$ cat src/rtl/dcache_refill_unit_if.sv
//------------------------------------------------------------------------------
// Module   : dcache_refill_unit_if
// Brief    : Controller-side and memory-side bus bundle of the dCache refill unit.
// Revision : 1.0 - initial release
//------------------------------------------------------------------------------
`default_nettype none

interface dcache_refill_unit_if #(
  parameter int ADDR_WIDTH = 32,
  parameter int LINE_BITS  = 1024,
  parameter int BEAT_BITS  = 32
);
  logic                    read_repair_request;
  logic [ADDR_WIDTH-1:0]   missed_addr;
  logic                    waddr_valid;
  logic [ADDR_WIDTH-1:0]   waddr;
  logic [LINE_BITS-1:0]    wdata;
  logic [LINE_BITS/8-1:0]  wmask;
  logic                    repair_resolved;
  logic                    mem_req_valid;
  logic                    mem_req_ready;
  logic [ADDR_WIDTH-1:0]   mem_req_addr;
  logic                    mem_resp_valid;
  logic [BEAT_BITS-1:0]    mem_resp_data;
  logic                    busy;
  logic                    refill_error;

  // master: the refill unit; slave: controller plus memory
  modport master (
    input  read_repair_request, missed_addr, mem_req_ready, mem_resp_valid, mem_resp_data,
    output waddr_valid, waddr, wdata, wmask, repair_resolved,
           mem_req_valid, mem_req_addr, busy, refill_error
  );

  modport slave (
    output read_repair_request, missed_addr, mem_req_ready, mem_resp_valid, mem_resp_data,
    input  waddr_valid, waddr, wdata, wmask, repair_resolved,
           mem_req_valid, mem_req_addr, busy, refill_error
  );
endinterface

`default_nettype wire

$ cat src/rtl/dcache_refill_unit.sv
//------------------------------------------------------------------------------
// Module   : dcache_refill_unit
// Brief    : Fetches a missed cache line as one memory burst, assembles it and
//            writes it back to the controller. Optional watchdog: DCACHE_REFILL_TIMEOUT_EN.
// Revision : 1.0 - initial release
//------------------------------------------------------------------------------
`default_nettype none

module dcache_refill_unit #(
  parameter int ADDR_WIDTH     = 32,
  parameter int LINE_BITS      = 1024,
  parameter int BEAT_BITS      = 32,
  parameter int TIMEOUT_CYCLES = 1024
) (
  input  logic                clk,
  input  logic                rst,
  dcache_refill_unit_if.master bus
);

  localparam int c_BEATS      = LINE_BITS / BEAT_BITS;
  localparam int c_BEAT_CNT_W = $clog2(c_BEATS);
  localparam int c_OFFSET_W   = $clog2(LINE_BITS / 8);

  if ((LINE_BITS % BEAT_BITS) != 0 || c_BEATS < 2 || TIMEOUT_CYCLES < 2) begin : g_param_check
    $error("dcache_refill_unit: unsupported LINE_BITS/BEAT_BITS/TIMEOUT_CYCLES");
  end

  typedef enum logic [2:0] {
    S_IDLE    = 3'd0,
    S_REQ     = 3'd1,
    S_RECV    = 3'd2,
    S_WRITE   = 3'd3,
    S_RESOLVE = 3'd4,
    S_COOL    = 3'd5
  } state_t;

  state_t                   r_state;
  state_t                   w_next;
  logic [ADDR_WIDTH-1:0]    r_addr;
  logic [c_BEAT_CNT_W-1:0]  r_beat;
  logic [LINE_BITS-1:0]     r_line;
  logic                     w_beat;
  logic                     w_last;
  logic                     w_timeout;
  logic                     w_mem_req_valid;
  logic                     w_waddr_valid;
  logic                     w_resolved;

  assign w_beat = (r_state == S_RECV) && bus.mem_resp_valid;
  assign w_last = (r_beat == c_BEAT_CNT_W'(c_BEATS - 1));

  always_ff @(posedge clk or negedge rst) begin
    if (!rst) begin
      r_state <= S_IDLE;
    end else begin
      r_state <= w_next;
    end
  end

  always_comb begin
    w_next          = r_state;
    w_mem_req_valid = 1'b0;
    w_waddr_valid   = 1'b0;
    w_resolved      = 1'b0;
    unique case (r_state)
      S_IDLE: begin
        if (bus.read_repair_request) w_next = S_REQ;
      end
      S_REQ: begin
        w_mem_req_valid = 1'b1;
        if (w_timeout)              w_next = S_COOL;
        else if (bus.mem_req_ready) w_next = S_RECV;
      end
      S_RECV: begin
        if (w_timeout)            w_next = S_COOL;
        else if (w_beat && w_last) w_next = S_WRITE;
      end
      S_WRITE: begin
        w_waddr_valid = 1'b1;
        w_next        = S_RESOLVE;
      end
      S_RESOLVE: begin
        w_resolved = 1'b1;
        w_next     = S_COOL;
      end
      // COOL swallows the controller's late request deassert
      S_COOL:  w_next = S_IDLE;
      default: w_next = S_IDLE;
    endcase
  end

  always_ff @(posedge clk or negedge rst) begin
    if (!rst) begin
      r_addr <= '0;
      r_beat <= '0;
      r_line <= '0;
    end else begin
      if (r_state == S_IDLE && bus.read_repair_request) begin
        r_addr <= bus.missed_addr;
        r_beat <= '0;
      end
      if (w_beat) begin
        r_line[r_beat*BEAT_BITS +: BEAT_BITS] <= bus.mem_resp_data;
        r_beat <= w_last ? '0 : r_beat + 1'b1;
      end
    end
  end

`ifdef DCACHE_REFILL_TIMEOUT_EN
  localparam int c_WDOG_W = $clog2(TIMEOUT_CYCLES + 1);

  logic [c_WDOG_W-1:0] r_wdog;
  logic                r_err;

  // Fires on the TIMEOUT_CYCLES-th consecutive cycle without progress.
  assign w_timeout = ((r_state == S_REQ) || (r_state == S_RECV && !bus.mem_resp_valid)) &&
                     (r_wdog == c_WDOG_W'(TIMEOUT_CYCLES - 1));

  always_ff @(posedge clk or negedge rst) begin
    if (!rst) begin
      r_wdog <= '0;
      r_err  <= 1'b0;
    end else begin
      if (r_state == S_IDLE || w_beat) begin
        r_wdog <= '0;
      end else if (r_state == S_REQ || r_state == S_RECV) begin
        r_wdog <= r_wdog + 1'b1;
      end
      if (w_timeout) r_err <= 1'b1;
    end
  end

  assign bus.refill_error = r_err;
`else
  assign w_timeout        = 1'b0;
  assign bus.refill_error = 1'b0;
`endif

  assign bus.mem_req_valid   = w_mem_req_valid;
  assign bus.mem_req_addr    = {r_addr[ADDR_WIDTH-1:c_OFFSET_W], {c_OFFSET_W{1'b0}}};
  assign bus.waddr_valid     = w_waddr_valid;
  assign bus.waddr           = r_addr;
  assign bus.wdata           = r_line;
  assign bus.wmask           = {(LINE_BITS/8){w_waddr_valid}};
  assign bus.repair_resolved = w_resolved;
  assign bus.busy            = (r_state != S_IDLE);

endmodule

`default_nettype wire
$ cat src/flat_wrapper.sv
// flat-port wrapper written by rule: the top's interface ports become plain ports
module dcache_refill_unit_flat 
#(
  parameter int ADDR_WIDTH     = 32,
  parameter int LINE_BITS      = 1024,
  parameter int BEAT_BITS      = 32,
  parameter int TIMEOUT_CYCLES = 1024
)
  (clk, rst, bus_read_repair_request, bus_missed_addr, bus_mem_req_ready, bus_mem_resp_valid, bus_mem_resp_data, bus_waddr_valid, bus_waddr, bus_wdata, bus_wmask, bus_repair_resolved, bus_mem_req_valid, bus_mem_req_addr, bus_busy, bus_refill_error);
  dcache_refill_unit_if #(.ADDR_WIDTH(ADDR_WIDTH), .LINE_BITS(LINE_BITS), .BEAT_BITS(BEAT_BITS)) bus_i ();
  input  logic clk;
  input  logic rst;
  input wire logic [$bits(bus_i.read_repair_request)-1:0] bus_read_repair_request;
  input wire logic [$bits(bus_i.missed_addr)-1:0] bus_missed_addr;
  input wire logic [$bits(bus_i.mem_req_ready)-1:0] bus_mem_req_ready;
  input wire logic [$bits(bus_i.mem_resp_valid)-1:0] bus_mem_resp_valid;
  input wire logic [$bits(bus_i.mem_resp_data)-1:0] bus_mem_resp_data;
  output wire logic [$bits(bus_i.waddr_valid)-1:0] bus_waddr_valid;
  output wire logic [$bits(bus_i.waddr)-1:0] bus_waddr;
  output wire logic [$bits(bus_i.wdata)-1:0] bus_wdata;
  output wire logic [$bits(bus_i.wmask)-1:0] bus_wmask;
  output wire logic [$bits(bus_i.repair_resolved)-1:0] bus_repair_resolved;
  output wire logic [$bits(bus_i.mem_req_valid)-1:0] bus_mem_req_valid;
  output wire logic [$bits(bus_i.mem_req_addr)-1:0] bus_mem_req_addr;
  output wire logic [$bits(bus_i.busy)-1:0] bus_busy;
  output wire logic [$bits(bus_i.refill_error)-1:0] bus_refill_error;
  assign bus_i.read_repair_request = bus_read_repair_request;
  assign bus_i.missed_addr = bus_missed_addr;
  assign bus_i.mem_req_ready = bus_mem_req_ready;
  assign bus_i.mem_resp_valid = bus_mem_resp_valid;
  assign bus_i.mem_resp_data = bus_mem_resp_data;
  assign bus_waddr_valid = bus_i.waddr_valid;
  assign bus_waddr = bus_i.waddr;
  assign bus_wdata = bus_i.wdata;
  assign bus_wmask = bus_i.wmask;
  assign bus_repair_resolved = bus_i.repair_resolved;
  assign bus_mem_req_valid = bus_i.mem_req_valid;
  assign bus_mem_req_addr = bus_i.mem_req_addr;
  assign bus_busy = bus_i.busy;
  assign bus_refill_error = bus_i.refill_error;
  dcache_refill_unit #(.ADDR_WIDTH(ADDR_WIDTH), .LINE_BITS(LINE_BITS), .BEAT_BITS(BEAT_BITS), .TIMEOUT_CYCLES(TIMEOUT_CYCLES)) u_core (.clk(clk), .rst(rst), .bus(bus_i));
endmodule
$ cat config.mk
export PLATFORM = sky130hd
export DESIGN_NAME = dcache_refill_unit_flat
export DESIGN_NICKNAME = d
export VERILOG_FILES = /design/src/rtl/dcache_refill_unit_if.sv /design/src/rtl/dcache_refill_unit.sv /design/src/flat_wrapper.sv
export SDC_FILE = /design/constraint.sdc
export NUM_CORES = 1
export LEC_CHECK = 0
export ABC_CLOCK_PERIOD_IN_PS = 5000
export BUFFER_PORTS_ARGS = -buffer_cell sky130_fd_sc_hd__clkbuf_2
export CAP_MARGIN = 20
export CORE_AREA = 2 2 504 506
export CTS_CLUSTER_SIZE = 30
export DETAILED_ROUTE_END_ITERATION = 8
export DIE_AREA = 0 0 506 508
export PLACE_DENSITY = 0.46
export SLEW_MARGIN = 20
export SYNTH_ARGS = -nofsm -noshare
export SYNTH_HDL_FRONTEND = slang
export SYNTH_SLANG_ARGS = --single-unit
$ cat constraint.sdc
create_clock -name clk -period 5 [get_ports clk]
set_input_delay 1.25 -clock clk [delete_from_list [all_inputs] [get_ports clk]]
set_output_delay 1.25 -clock clk [all_outputs]
set_load 0.02 [all_outputs]
Word-level counts from Yosys, hierarchy flattened
Index checks and enable logic that the tools add are counted.
{"block": "totals", "out_inout_bits": 1221, "inputBits": 69, "ff_bits": 1064, "elab_cells": 34}
{"block": "op_classes", "muxes": 11, "reduce_logical": 7, "n_shift": 2, "n_eq_ne": 8, "add_sub_neg": 2}
{"operator": "1024-bit bitwise mux", "count": 1}
{"operator": "32-bit by 34-bit variable shift with 1024-bit output (first input constant)", "count": 1}
{"operator": "32-bit by 34-bit variable part select with 1024-bit output", "count": 1}
{"operator": "10-bit negation with 34-bit output", "count": 1}
{"operator": "5-bit 2-to-1 mux", "count": 3}
{"operator": "3-bit one-hot mux with 5 select lines", "count": 1}
{"operator": "3-bit 2-to-1 mux", "count": 3}
{"operator": "3-bit by 2-bit == test with 1-bit output (second input constant)", "count": 2}
{"operator": "2-bit inequality test (second input constant)", "count": 3}
{"operator": "5-bit by 1-bit adder with 5-bit output (second input constant)", "count": 1}
{"operator": "5-bit == test (second input constant)", "count": 1}
{"operator": "3-bit by 1-bit == test with 1-bit output (second input constant)", "count": 1}
{"operator": "3-bit == test (second input constant)", "count": 1}
{"operator": "1-bit logical AND", "count": 3}
{"operator": "3-bit zero test", "count": 1}
{"operator": "1-bit 2-to-1 mux", "count": 3}
{"operator": "3-bit AND reduction", "count": 1}
{"operator": "3-bit nonzero test", "count": 1}
{"operator": "2-bit nonzero test", "count": 1}

Depth between registers and ports, before layout
{"block": "logic_depth", "ltp_word": 5, "ltp_mapped": 14, "ltp_nobuf": 9}

Least setup slack after synthesis
No wires, ideal clock.
{"block": "synth_path", "path_type": "register to output", "startpoint": "register u_core.r_state[0]", "endpoint": "output port bus_wmask[0]", "arrival_ps": 3492, "path_stages_with_launch": 4, "n_path_buf": 2, "required_ps": 3750, "slack_ps": 258, "path_cell_list": "dfrtp_1 clkbuf_1 and3b_1 buf_4"}
{"block": "synth_via", "elab_chain_cells": 2}
{"element": "start: declaration", "line": "dcache_refill_unit.sv:37", "source": "state_t r_state;"}
{"element": "start signal: assignment", "line": "dcache_refill_unit.sv:56", "source": "r_state <= w_next;"}
{"element": "3-bit by 2-bit == test with 1-bit output", "line": "dcache_refill_unit.sv:65", "source": "unique case (r_state)"}
{"element": "1-bit 2-to-1 mux", "line": "dcache_refill_unit.sv:65"}
{"element": "end: declaration", "line": "flat_wrapper.sv:21", "source": "output wire logic [$bits(bus_i.wmask)-1:0] bus_wmask;"}
Every way passes these cells.

Final worst setup path
{"block": "layout_path", "startpoint": "register u_core.r_state[1]", "endpoint": "output port bus_wmask[79]"}
The elaborated chain is that of the path after synthesis.

==> reports/summary.txt <==
status: complete, no violations
IO Port Bufs: 1,281
total die area: 0.2570 sq mm
Yosys top cell area share: 58.11%
maximum fanout along the worst path: 58
Worst Setup End Kind: output pin
worst-margin pin slew: 1.028 ns
vias in the first global route: 33,220
gr usage total: 17.38%
synthesized area: 0.04582 sq mm
worst IR drop on VDD: 0.4370 mV
post-CTS sizing: 0
commonest non-fill, non-tap cell in the layout: clkbuf_2
Seq cells post-synth: 1,064
top_reg_cell synth: dfrtp_1
root buffer cell: clkbuf_16
crit path launch: u_core.r_state[1]
# setup viols final: 0
Highest Signal Layer: met5
Worst-Skew Late Latency: 0.78 ns
Die X-Extent: 506 um
routability cong.: 0.8109
EDFF count, synth: 0
flip-flop and latch area: 0.02663 sq mm
# Post-CTS Setup Buffers: 0
clock-pin slew on the worst setup and hold paths: 0.05 ns
fin. max-slew vios: 0
Routed wire per std cell: 29.18 um
final wirelength: 231,200 um
min Tclk post-route: 4.156 ns
Slew HR: 31.48%
crit share post-route: 83.11%
global-route wire length before repair: 307,100 um
Hold WC Path Type: flop to flop
DRC viols: 0
IO Count: 1,290
TritonRoute pass-1 iters: 5
area grow syn2layout: 30.79%
RSZ-0062 raised after global routing: false
initial core utilization: 18.16%
DP HPWL: 169,100 um
Worst EP arrival: 2.91 ns
crit path kind: flop to output pin
P_leak: 0.03191 uW
CTS Buf Count: 134
MaxCap Viol Count: 0
Ys Warns: 0
clk buf depth: 3
clock sink count: 1,064
most frequent cells in the layout: clkbuf_2, dfrtp_1, mux2_2
largest net degree at the start of global routing: 101
Filler cells: 26,880
CP required: 3.75 ns
met1 WL: 96,130 um
async set-reset flop share out of synthesis: 100.0%
CP startpoint kind: flop
register area share after synthesis: 58.11%
Sum Neg Setup Slack: 0 ns
hold_sp: u_core.bus.wdata[602]
grt total ovfl: 0
hold_buf cts: 0
reg2reg start: u_core.r_beat[0]
H-tree depth: 4
met3 WL: 20,230 um
met2 wire length: 106,500 um
Cells after Synth: 3,275
Core Region: 0.2523 sq mm
Mean Syn Cell Area: 13.99 sq um
PnR Total Power: 27,130 uW
Antenna Violating Nets Remaining: 0
initial antenna violation count: 47
Die Span Y: 508 um
total power per unit cell area: 452.7 mW/mm^2
count of final hold-check violations: 0
FP Rows: 185
Starting DRT DRC Count: 1,834
Yosys cell types: 50
CTS tree: done
footprint of the multi-input gates: 0.01647 sq mm
Via density: 4.038
area leader, netlist: dfrtp_1
Clock Skew: 0.02939 ns
Final nets: 4,501
largest cells by area after synthesis: dfrtp_1, mux2_2, mux2_4
fmax: 240.6 MHz
layout cell share with drive strength beyond 1: 55.56%
vias post-DR: 31,990
[power breakdown]
part | switching [uW] | total, uW | internal (uW)
combinational | 6090 | 7610 | 1520
clock | 4220 | 10400 | 6130
sequential | 262 | 9160 | 8900
[routing by layer]
layer  global-route usage (%)  vias to the layer above
met4                    6.107                        4
li1                         -                    13550
met3                    5.917                      302
met2                    27.99                     1361
met1                    21.55                    16780
met5                        0                        -
[critical path: stages, from the launching register on]
cell and delay [ns]:
dfrtp_1 0.65, and3b_4 0.67, buf_4 0.49, clkbuf_2 0.25
[cell usage after synthesis (all sizes together) (3+ instances only)]
cell type	number
dfrtp	1064
mux2	989
buf	286
nor2	197
and3	183
clkbuf	118
nand2	90
inv	73
nor3	70
mux2i	68
nor4	34
nand4	29
and2	23
or4	7
o21ai	5
ha	4
nand2b	4
a21oi	3
nor3b	3
o31ai	3
[state kept, by name, indices dropped and copies added (netlist names)]
| name | count |
|---|---|
| u_core.bus.waddr | 32 |
| u_core.bus.wdata | 1024 |
| u_core.r_beat | 5 |
| u_core.r_state | 3 |
[metrics by stage]
stage	utilization, %	cell area, sq um	hold WS (ns)	std cells	setup WS (ns)
floorplan	-	45840	0.5465	3282	0.2579
global placement	21.87	55170	0.4691	7657	0.7318
detailed placement	21.88	55190	0.4735	7658	0.7233
CTS	23.72	59850	0.4857	7893	0.7276
global route	23.74	59890	0.4995	7908	0.6117
finish	23.75	59920	0.4808	7921	0.8443
[kinds of logic after synthesis]
kind of cell / share of synthesized area (%)
AOI/OAI and AO/OA: 0.2567
xor gates and xnor gates: 0.07102
adders and majority gates: 0.1092
buffers and inverters: 6.377
DFF: 58.11
muxes: 27.02
other: 0.008185
and+or+nand+nor: 8.042
[path summary, 6_finish.rpt]
check	cells past startpoint	end	slack [ns]
hold / removal	1	u_core.bus.wdata[602]	0.48
setup reg to reg	11	u_core.bus.wdata[976]	1.06
max in group asynchronous	2	u_core.bus.wdata[39]	3.23
hold reg to reg	1	u_core.bus.wdata[602]	0.48
min in group asynchronous	1	u_core.bus.wdata[992]	0.53
setup / recovery	3	bus_wmask[79]	0.84
[cell type report]
| class | instances | share of cell area, % |
|---|---|---|
| Sequential cell | 1064 | 44.43 |
| Multi-Input combinational cell | 1741 | 27.49 |
| Timing Repair Buffer | 1414 | 12.69 |
| Tap cell | 3366 | 7.028 |
| Clock buffer | 186 | 6.531 |
| Clock inverter | 49 | 1.244 |
| Inverter | 73 | 0.4573 |
| Antenna cell | 28 | 0.1169 |
(Power assumes the default switching activity.)
